[config.mk]
export PLATFORM = sky130hd
export DESIGN_NAME = axi_to_cbus
export DESIGN_NICKNAME = d
export VERILOG_FILES = /design/src/rtl/axi_to_cbus.sv
export SDC_FILE = /design/constraint.sdc
export NUM_CORES = 1
export LEC_CHECK = 0
export ABC_CLOCK_PERIOD_IN_PS = 5950
export BUFFER_PORTS_ARGS = -buffer_cell sky130_fd_sc_hd__buf_2
export CORE_ASPECT_RATIO = 0.75
export CORE_MARGIN = 8
export CORE_UTILIZATION = 58
export DETAILED_ROUTE_END_ITERATION = 10
export HOLD_SLACK_MARGIN = 0.12
export PLACE_DENSITY_LB_ADDON = 0.12
export REMOVE_ABC_BUFFERS = 1
export SYNTH_ARGS = -nofsm -noshare
export SYNTH_HDL_FRONTEND = slang
export SYNTH_SLANG_ARGS = --single-unit
export TNS_END_PERCENT = 30
[constraint.sdc]
create_clock -name aclk -period 5.95 [get_ports aclk]
set_input_delay 1.19 -clock aclk [delete_from_list [all_inputs] [get_ports aclk]]
set_output_delay 1.19 -clock aclk [all_outputs]
set_load 0.02 [all_outputs]
[src/rtl/axi_to_cbus.sv]
// axi_to_cbus: AXI3 slave that stages one whole burst locally and replays it as a cbus transaction.

package axi_to_cbus_pkg;
  localparam int unsigned ADDR_W = 32;
  localparam int unsigned DATA_W = 32;
  localparam int unsigned STRB_W = 4;
  localparam int unsigned LEN_W  = 4;
  localparam int unsigned SIZE_W = 3;
  localparam int unsigned ID_W   = 4;

  typedef logic [LEN_W-1:0] mlen_t;

  typedef struct packed {
    logic              valid;
    logic              is_write;
    logic [SIZE_W-1:0] size;
    logic [ADDR_W-1:0] addr;
    logic [STRB_W-1:0] strobe;
    logic [DATA_W-1:0] data;
    mlen_t             len;
  } cbus_req_t;

  typedef struct packed {
    logic              ready;
    logic              last;
    logic [DATA_W-1:0] data;
  } cbus_resp_t;

  typedef struct packed {
    logic [DATA_W-1:0] data;
    logic [STRB_W-1:0] strb;
  } beat_t;

  typedef enum logic [2:0] {
    ST_IDLE    = 3'd0,
    ST_RD_BUS  = 3'd1,
    ST_RD_RESP = 3'd2,
    ST_WR_DATA = 3'd3,
    ST_WR_BUS  = 3'd4,
    ST_WR_RESP = 3'd5
  } state_t;
endpackage

module axi_to_cbus
  import axi_to_cbus_pkg::*;
#(
  parameter int unsigned BUF_DEPTH = 16
) (
  input  logic              aclk,
  input  logic              aresetn,
  input  logic [ID_W-1:0]   arid,
  input  logic [ADDR_W-1:0] araddr,
  input  logic [LEN_W-1:0]  arlen,
  input  logic [SIZE_W-1:0] arsize,
  input  logic [1:0]        arburst,
  input  logic              arvalid,
  output logic              arready,
  output logic [ID_W-1:0]   rid,
  output logic [DATA_W-1:0] rdata,
  output logic [1:0]        rresp,
  output logic              rlast,
  output logic              rvalid,
  input  logic              rready,
  input  logic [ID_W-1:0]   awid,
  input  logic [ADDR_W-1:0] awaddr,
  input  logic [LEN_W-1:0]  awlen,
  input  logic [SIZE_W-1:0] awsize,
  input  logic [1:0]        awburst,
  input  logic              awvalid,
  output logic              awready,
  input  logic [ID_W-1:0]   wid,
  input  logic [DATA_W-1:0] wdata,
  input  logic [STRB_W-1:0] wstrb,
  input  logic              wlast,
  input  logic              wvalid,
  output logic              wready,
  output logic [ID_W-1:0]   bid,
  output logic [1:0]        bresp,
  output logic              bvalid,
  input  logic              bready,
  output cbus_req_t         creq,
  input  cbus_resp_t        cresp
);

  localparam logic [1:0] RESP_OKAY   = 2'b00;
  localparam logic [1:0] RESP_SLVERR = 2'b10;

  state_t            state;
  state_t            state_next;
  logic [ID_W-1:0]   id_q;
  logic [ADDR_W-1:0] addr_q;
  mlen_t             len_q;
  logic [SIZE_W-1:0] size_q;
  mlen_t             idx;
  logic              wr_err;
  beat_t             beat_buf [BUF_DEPTH];

  logic ar_fire;
  logic aw_fire;
  logic rd_beat;
  logic wr_beat;
  logic r_fire;
  logic wb_fire;
  logic idx_at_len;

  // Handshake qualifiers shared by the datapath registers
  always_comb begin
    idx_at_len = (idx == len_q);
    ar_fire    = (state == ST_IDLE) && arvalid;
    aw_fire    = (state == ST_IDLE) && awvalid && !arvalid;
    rd_beat    = (state == ST_RD_BUS) && cresp.ready;
    wr_beat    = (state == ST_WR_DATA) && wvalid;
    r_fire     = (state == ST_RD_RESP) && rready;
    wb_fire    = (state == ST_WR_BUS) && cresp.ready;
  end

  // State register
  always_ff @(posedge aclk) begin
    if (!aresetn) state <= ST_IDLE;
    else          state <= state_next;
  end

  // Next-state decode; reads win a simultaneous AR/AW
  always_comb begin
    state_next = state;
    case (state)
      ST_IDLE: begin
        if (arvalid)      state_next = ST_RD_BUS;
        else if (awvalid) state_next = ST_WR_DATA;
      end
      ST_RD_BUS:  if (cresp.ready && cresp.last) state_next = ST_RD_RESP;
      ST_RD_RESP: if (rready && idx_at_len)      state_next = ST_IDLE;
      ST_WR_DATA: if (wvalid && idx_at_len)      state_next = ST_WR_BUS;
      ST_WR_BUS:  if (cresp.ready && cresp.last) state_next = ST_WR_RESP;
      ST_WR_RESP: if (bready)                    state_next = ST_IDLE;
      default:                                   state_next = ST_IDLE;
    endcase
  end

  // Beat index and write-protocol error flag
  always_ff @(posedge aclk) begin
    if (!aresetn) begin
      idx    <= '0;
      wr_err <= 1'b0;
    end else begin
      if (ar_fire || aw_fire)     idx <= '0;
      else if (rd_beat)           idx <= cresp.last ? '0 : idx + mlen_t'(1);
      else if (wr_beat)           idx <= idx_at_len ? '0 : idx + mlen_t'(1);
      else if (r_fire || wb_fire) idx <= idx + mlen_t'(1);

      if (aw_fire)                                wr_err <= 1'b0;
      else if (wr_beat && (wlast != idx_at_len))  wr_err <= 1'b1;
    end
  end

  // Captured address-phase fields and the burst staging buffer
  always_ff @(posedge aclk) begin
    if (ar_fire) begin
      id_q   <= arid;
      addr_q <= araddr;
      len_q  <= arlen;
      size_q <= arsize;
    end else if (aw_fire) begin
      id_q   <= awid;
      addr_q <= awaddr;
      len_q  <= awlen;
      size_q <= awsize;
    end
    if (rd_beat)      beat_buf[idx] <= {cresp.data, STRB_W'(0)};
    else if (wr_beat) beat_buf[idx] <= {wdata, wstrb};
  end

  // Output decode from the registered state
  always_comb begin
    arready = 1'b0;
    awready = 1'b0;
    rvalid  = 1'b0;
    rid     = id_q;
    rdata   = beat_buf[idx].data;
    rresp   = RESP_OKAY;
    rlast   = 1'b0;
    wready  = 1'b0;
    bvalid  = 1'b0;
    bid     = id_q;
    bresp   = wr_err ? RESP_SLVERR : RESP_OKAY;
    creq    = '0;
    case (state)
      ST_IDLE: begin
        arready = 1'b1;
        awready = !arvalid;
      end
      ST_RD_BUS: begin
        creq.valid = 1'b1;
        creq.addr  = addr_q;
        creq.len   = len_q;
        creq.size  = size_q;
      end
      ST_RD_RESP: begin
        rvalid = 1'b1;
        rlast  = idx_at_len;
      end
      ST_WR_DATA: wready = 1'b1;
      ST_WR_BUS: begin
        creq.valid    = 1'b1;
        creq.is_write = 1'b1;
        creq.addr     = addr_q;
        creq.len      = len_q;
        creq.size     = size_q;
        creq.data     = beat_buf[idx].data;
        creq.strobe   = beat_buf[idx].strb;
      end
      ST_WR_RESP: bvalid = 1'b1;
      default: ;
    endcase
  end

  // Inputs with no function in this bridge
  logic unused_ok;
  assign unused_ok = ^{wid, arburst, awburst};

endmodule

; Word-level counts from Yosys, hierarchy flattened
; Memories as Yosys holds them, arrays and structs flattened. A register that Yosys moved wholly into a read port is not among the register bits.
; Index checks and enable logic that the tools add are counted.
[classes]
n_addsub = 1
n_eq_ne = 13
mux = 41
bitwise_logic = 2
reduce_logical = 21
[op_table]
columns = operator, count
row1 = $mux W36, 2
row2 = $mux W32, 2
row3 = $mux W4, 12
row4 = $mux W35, 1
row5 = $mux W3, 9
row6 = $pmux W3 S6, 1
row7 = $mux W1, 13
row8 = $logic_and A1 B1 Y1, 11
row9 = $ne A2 B1 Y1 const B, 4
row10 = $eq A3 B2 Y1 const B, 2
row11 = $eq A3 B3 Y1 const B, 2
row12 = $reduce_and A6 Y1, 1
row13 = $reduce_or A2 Y1, 3
row14 = $add A4 B1 Y4 const B, 1
row15 = $eq A4 B4 Y1, 1
row16 = $eq A3 B1 Y1 const B, 1
row17 = $logic_not A3 Y1, 1
row18 = $ne A3 B3 Y1 const B, 1
row19 = $reduce_bool A3 Y1, 1
row20 = $logic_or A1 B1 Y1, 2
row21 = $mux W2, 1
row22 = $ne A2 B2 Y1 const B, 1
row23 = $reduce_bool A2 Y1, 1
row24 = $logic_not A1 Y1, 1
row25 = other kinds (3), 3
[word_totals]
regBits = 51
ramBits = 576
input_bits = 172
out_inout_bits = 127
word_cells = 86
n_memories = 1
[mem_list]
columns = memory, depth, width, rd, rd_ports_with_merged_regs, write_ports, line
row1 = beat_buf, 16, 36, 1, 1, 1, 96  ; beat_t beat_buf [BUF_DEPTH];

; Depth between registers and ports, before layout
[logic_depth]
depth_word = 8
depth_mapped = 7
depth_no_buf = 5

; Worst setup path after synthesis
; No wires, ideal clock.
[synth_path]
path_type = in2reg
start = in wvalid
end = mem beat_buf[0][0] (netlist bit) (enable)
setup_ns = 0.474
arrival_ns = 4.215
required_ns = 5.476
setup_slack_ns = 1.261
path_stages = 4
n_path_buf = 0
cell_sequence = mux2i_1 -> nor3b_1 -> nand2_1 -> nor3_1
[synth_between]
elab_chain_len = 5
[synth_rtl]
columns = item, line
row1 = "start, declared", 75  ; input logic wvalid,
row2 = $logic_and A1 B1 Y1, 112  ; wr_beat = (state == ST_WR_DATA) && wvalid;
row3 = $mux W1, 170  ; else if (wr_beat) beat_buf[idx] <= {wdata, wstrb};
row4 = $mux W1, 169  ; if (rd_beat) beat_buf[idx] <= {cresp.data, STRB_W'(0)};
row5 = $mux W1 (not written as such), 170
row6 = $or A1 B1 Y1 (no source line), --
row7 = "end, declared", 96
; No other way between the ends.

==> impl_metrics.toml <==
[detailed_routing]
drcViolationCount = 0
drt.antenna.violating_nets = 0
wl_per_cell_um = 25.9
drt_iter0_drc = 1052
drtPass1Iterations = 5
finalWirelength_um = 57300
viasPerCell = 5.95
dr_total_vias = 13200

[global_route]
grt_max_degree = 66
grt_pass1_vias = 13400
grt.busiest_layer = "met2"
grt_util_met2_pct = 36.1
use_met1_pct = 31.5
grt_pass1_wl_um = 84700
track_usage_pct = 22.1
antenna_found_initial = 0
grt-ovfl-total = 0
use_met3_pct = 3.31

[yosys]
synth_cell_types = 44
synth-edff-count = 619
synthTopCellsByArea = "edfxtp_1, mux4_2, mux2i_1"
synth_top_area_cell = "edfxtp_1"
synth_commonest_cells = "edfxtp_1, mux4_2, nand2_1"
ys_seq_elements = 631
yosysWarnings = 0
ys.flop_type = "edfxtp_1"
syn_area_um2 = 25700
syn_inst = 1279
yosysSeqAreaShare_pct = 73.1
async_reset_ff_share_pct = 0
syn_area_per_cell_um2 = 20.1
synth_top_area_share_pct = 72.2
synthMostInstantiatedCell = "edfxtp_1"

[placed_design]
port_buffers = 287
gp_congestion = 0.765
hpwl_um = 32500
dp_cells = 2104

[critical_path]
critPathLaunch = "state[2]$_SDFFE_PN0P_"
cp-start-kind = "flop"
crit_type = "reg -> out"
regToRegStartpoint = "state[1]$_SDFFE_PN0P_"
critPathBufInv = 1
reg2reg_depth = 5
cp-end-kind = "output pin"
critPathMaxFanout = 36
ff2ff_setup_slack_ns = 2.71
max_stage_delay_ns = 0.78
crit_chain = "nor3b_2 > nand2_2 > o22ai_1 > buf_2"
cpMaxStageDelayCell = "nand2_2"
critPathTopFamily = "simple AND/OR/NAND/NOR gates"
cp.required_ns = 4.76
r2r_end = "beat_buf[10][18]$_DFFE_PP_"
cp_data_arrival_time_ns = 3.33

[final_layout]
fill_cells = 2925
multiInputGateArea_um2 = 6520
layout.cells.non_filler = 2212
drive_gt1_share_pct = 38.3
seqCellArea_um2 = 18800
area_delta_synth_final_pct = 15.3
nNetsFinal = 1754
diodes = 0

[clock_network]
clkSinkCount = 631
clk_latency_ns = 0.59
clock_path_buffers = 3
numCtsBuffers = 58
ctsHoldBuffers = 0
postCtsSetupBuffers = 0
clk_pin_slew_ns = 0.06
cts_tree = "built"
ctsResizeCount = 0
ctsHtreeMaxLevel = 2
root_buffer = "clkbuf_16"

[sta]
relSlewSlack_pct = 16.3
rsz0062_at_grt = "no"
hold_violations = 0
worst_hold_slack_ns = 0.505
finClkSkew_ns = 0.0115
setup_violations = 0
tightest_slew_ns = 1.25
min_period_ns = 4.52
fmax_ghz = 0.221
period_share_pct = 76.0
finalMaxSlewViolations = 0

[floorplanning]
coreArea_um2 = 44300
rows = 67
die_x_um = 259
initial_core_util_pct = 58.2
ios = 299
dieArea_um2 = 51500
die_h_um = 198

[worst_hold_path]
hp-start = "wr_err$_SDFFE_PP0P_"
worstHoldEndpoint = "wr_err$_SDFFE_PP0P_"
min_path_type = "reg -> reg"
holdPathStages = 2

[power]
totalPowerFinal_uw = 9450
leakagePower_uw = 0.00998
ir_drop_mv = 0.222
power_per_cell_area_nw_per_um2 = 318

[outcome]
status = "complete, no violations"

[flow_run]
timing.max_cap.violations = 0
## routing by layer
metal	vias to the layer above	share of wire (%)
met3	97	5.8
met1	6872	43
met4	0	2.2
li1	5756	-
met5	-	0
met2	433	49
## through the flow
| step | cell area, um2 | util, % | worst slack, ns | TNS, ns |
|---|---|---|---|---|
| after floorplan | 25200 | - | -2.47 | -161.11 |
| after CTS | 29700 | 67.1 | 1.45 | 0 |
| final | 29700 | 67.1 | 1.43 | 0 |
| after global routing | 29700 | 67.1 | 1.27 | 0 |
| after detailed placement | 27800 | 62.8 | 2.03 | 0 |
| after global placement | 27800 | 62.8 | 2.08 | 0 |
## state kept, by name, indices dropped and copies added, names as in the netlist, named ones only
register,flops
addr_q,32
beat_buf,576
bid,4
idx,4
len_q,4
size_q,3
state,3
wr_err,1
## where the power goes
part	internal, uW	total (uW)	switching [uW]	leakage (uW)
clock	2110	3700	1590	0.000933
combinational	270	692	422	0.00336
sequential	5000	5050	50.0	0.00569
## cells by family (layout without fill, tap and decap cells)
group,count (synthesis),in the layout,synth area share (%)
adders and majority gates,4,4,0.194
AOI/OAI and AO/OA,50,50,1.26
and+or+nand+nor,205,205,3.79
other,1,3,0.0146
muxes,294,294,19.2
buffers and inverters,85,430,2.08
xor gates and xnor gates,9,9,0.306
DFF,631,631,73.1
## worst reg2reg max path, delay by kind of cell, from the launching register on
kind / cells / cell delay, ns
buf+inv: 1 / 0.48
flops: 1 / 0.61
simple gates: 3 / 1.68
mux: 1 / 0.14
## placed cells by master, fill, tap and decap left out, drive strengths merged, types with 6 or more instances in the layout
cell type	count
o22ai	36
bufinv	7
edfxtp	619
mux2i	106
dfxtp	12
clkbuf	64
buf	318
and2	47
nor2	24
mux2	44
clkinv	34
nand2	110
inv	6
mux4	144
## worst max path at each step
stage | to | cells past startpoint | slack, ns
after floorplan | creq[38] | 3 | -2.47
after global placement | beat_buf[15][25]$_DFFE_PP_ | 6 | 2.08
after detailed placement | beat_buf[15][14]$_DFFE_PP_ | 6 | 2.03
after CTS | creq[6] | 5 | 1.45
after global routing | creq[13] | 4 | 1.27
final | creq[39] | 4 | 1.43
## area by class of cell
type,count,share of cell area (%)
Clock buffer,64,5.04
Clock inverter,44,1.33
Inverter,4,0.0506
Multi-Input combinational cell,565,22.0
Sequential cell,631,63.5
Tap cell,586,2.47
Timing Repair Buffer,318,5.71
Note: power is estimated with default switching activity, not from simulation.
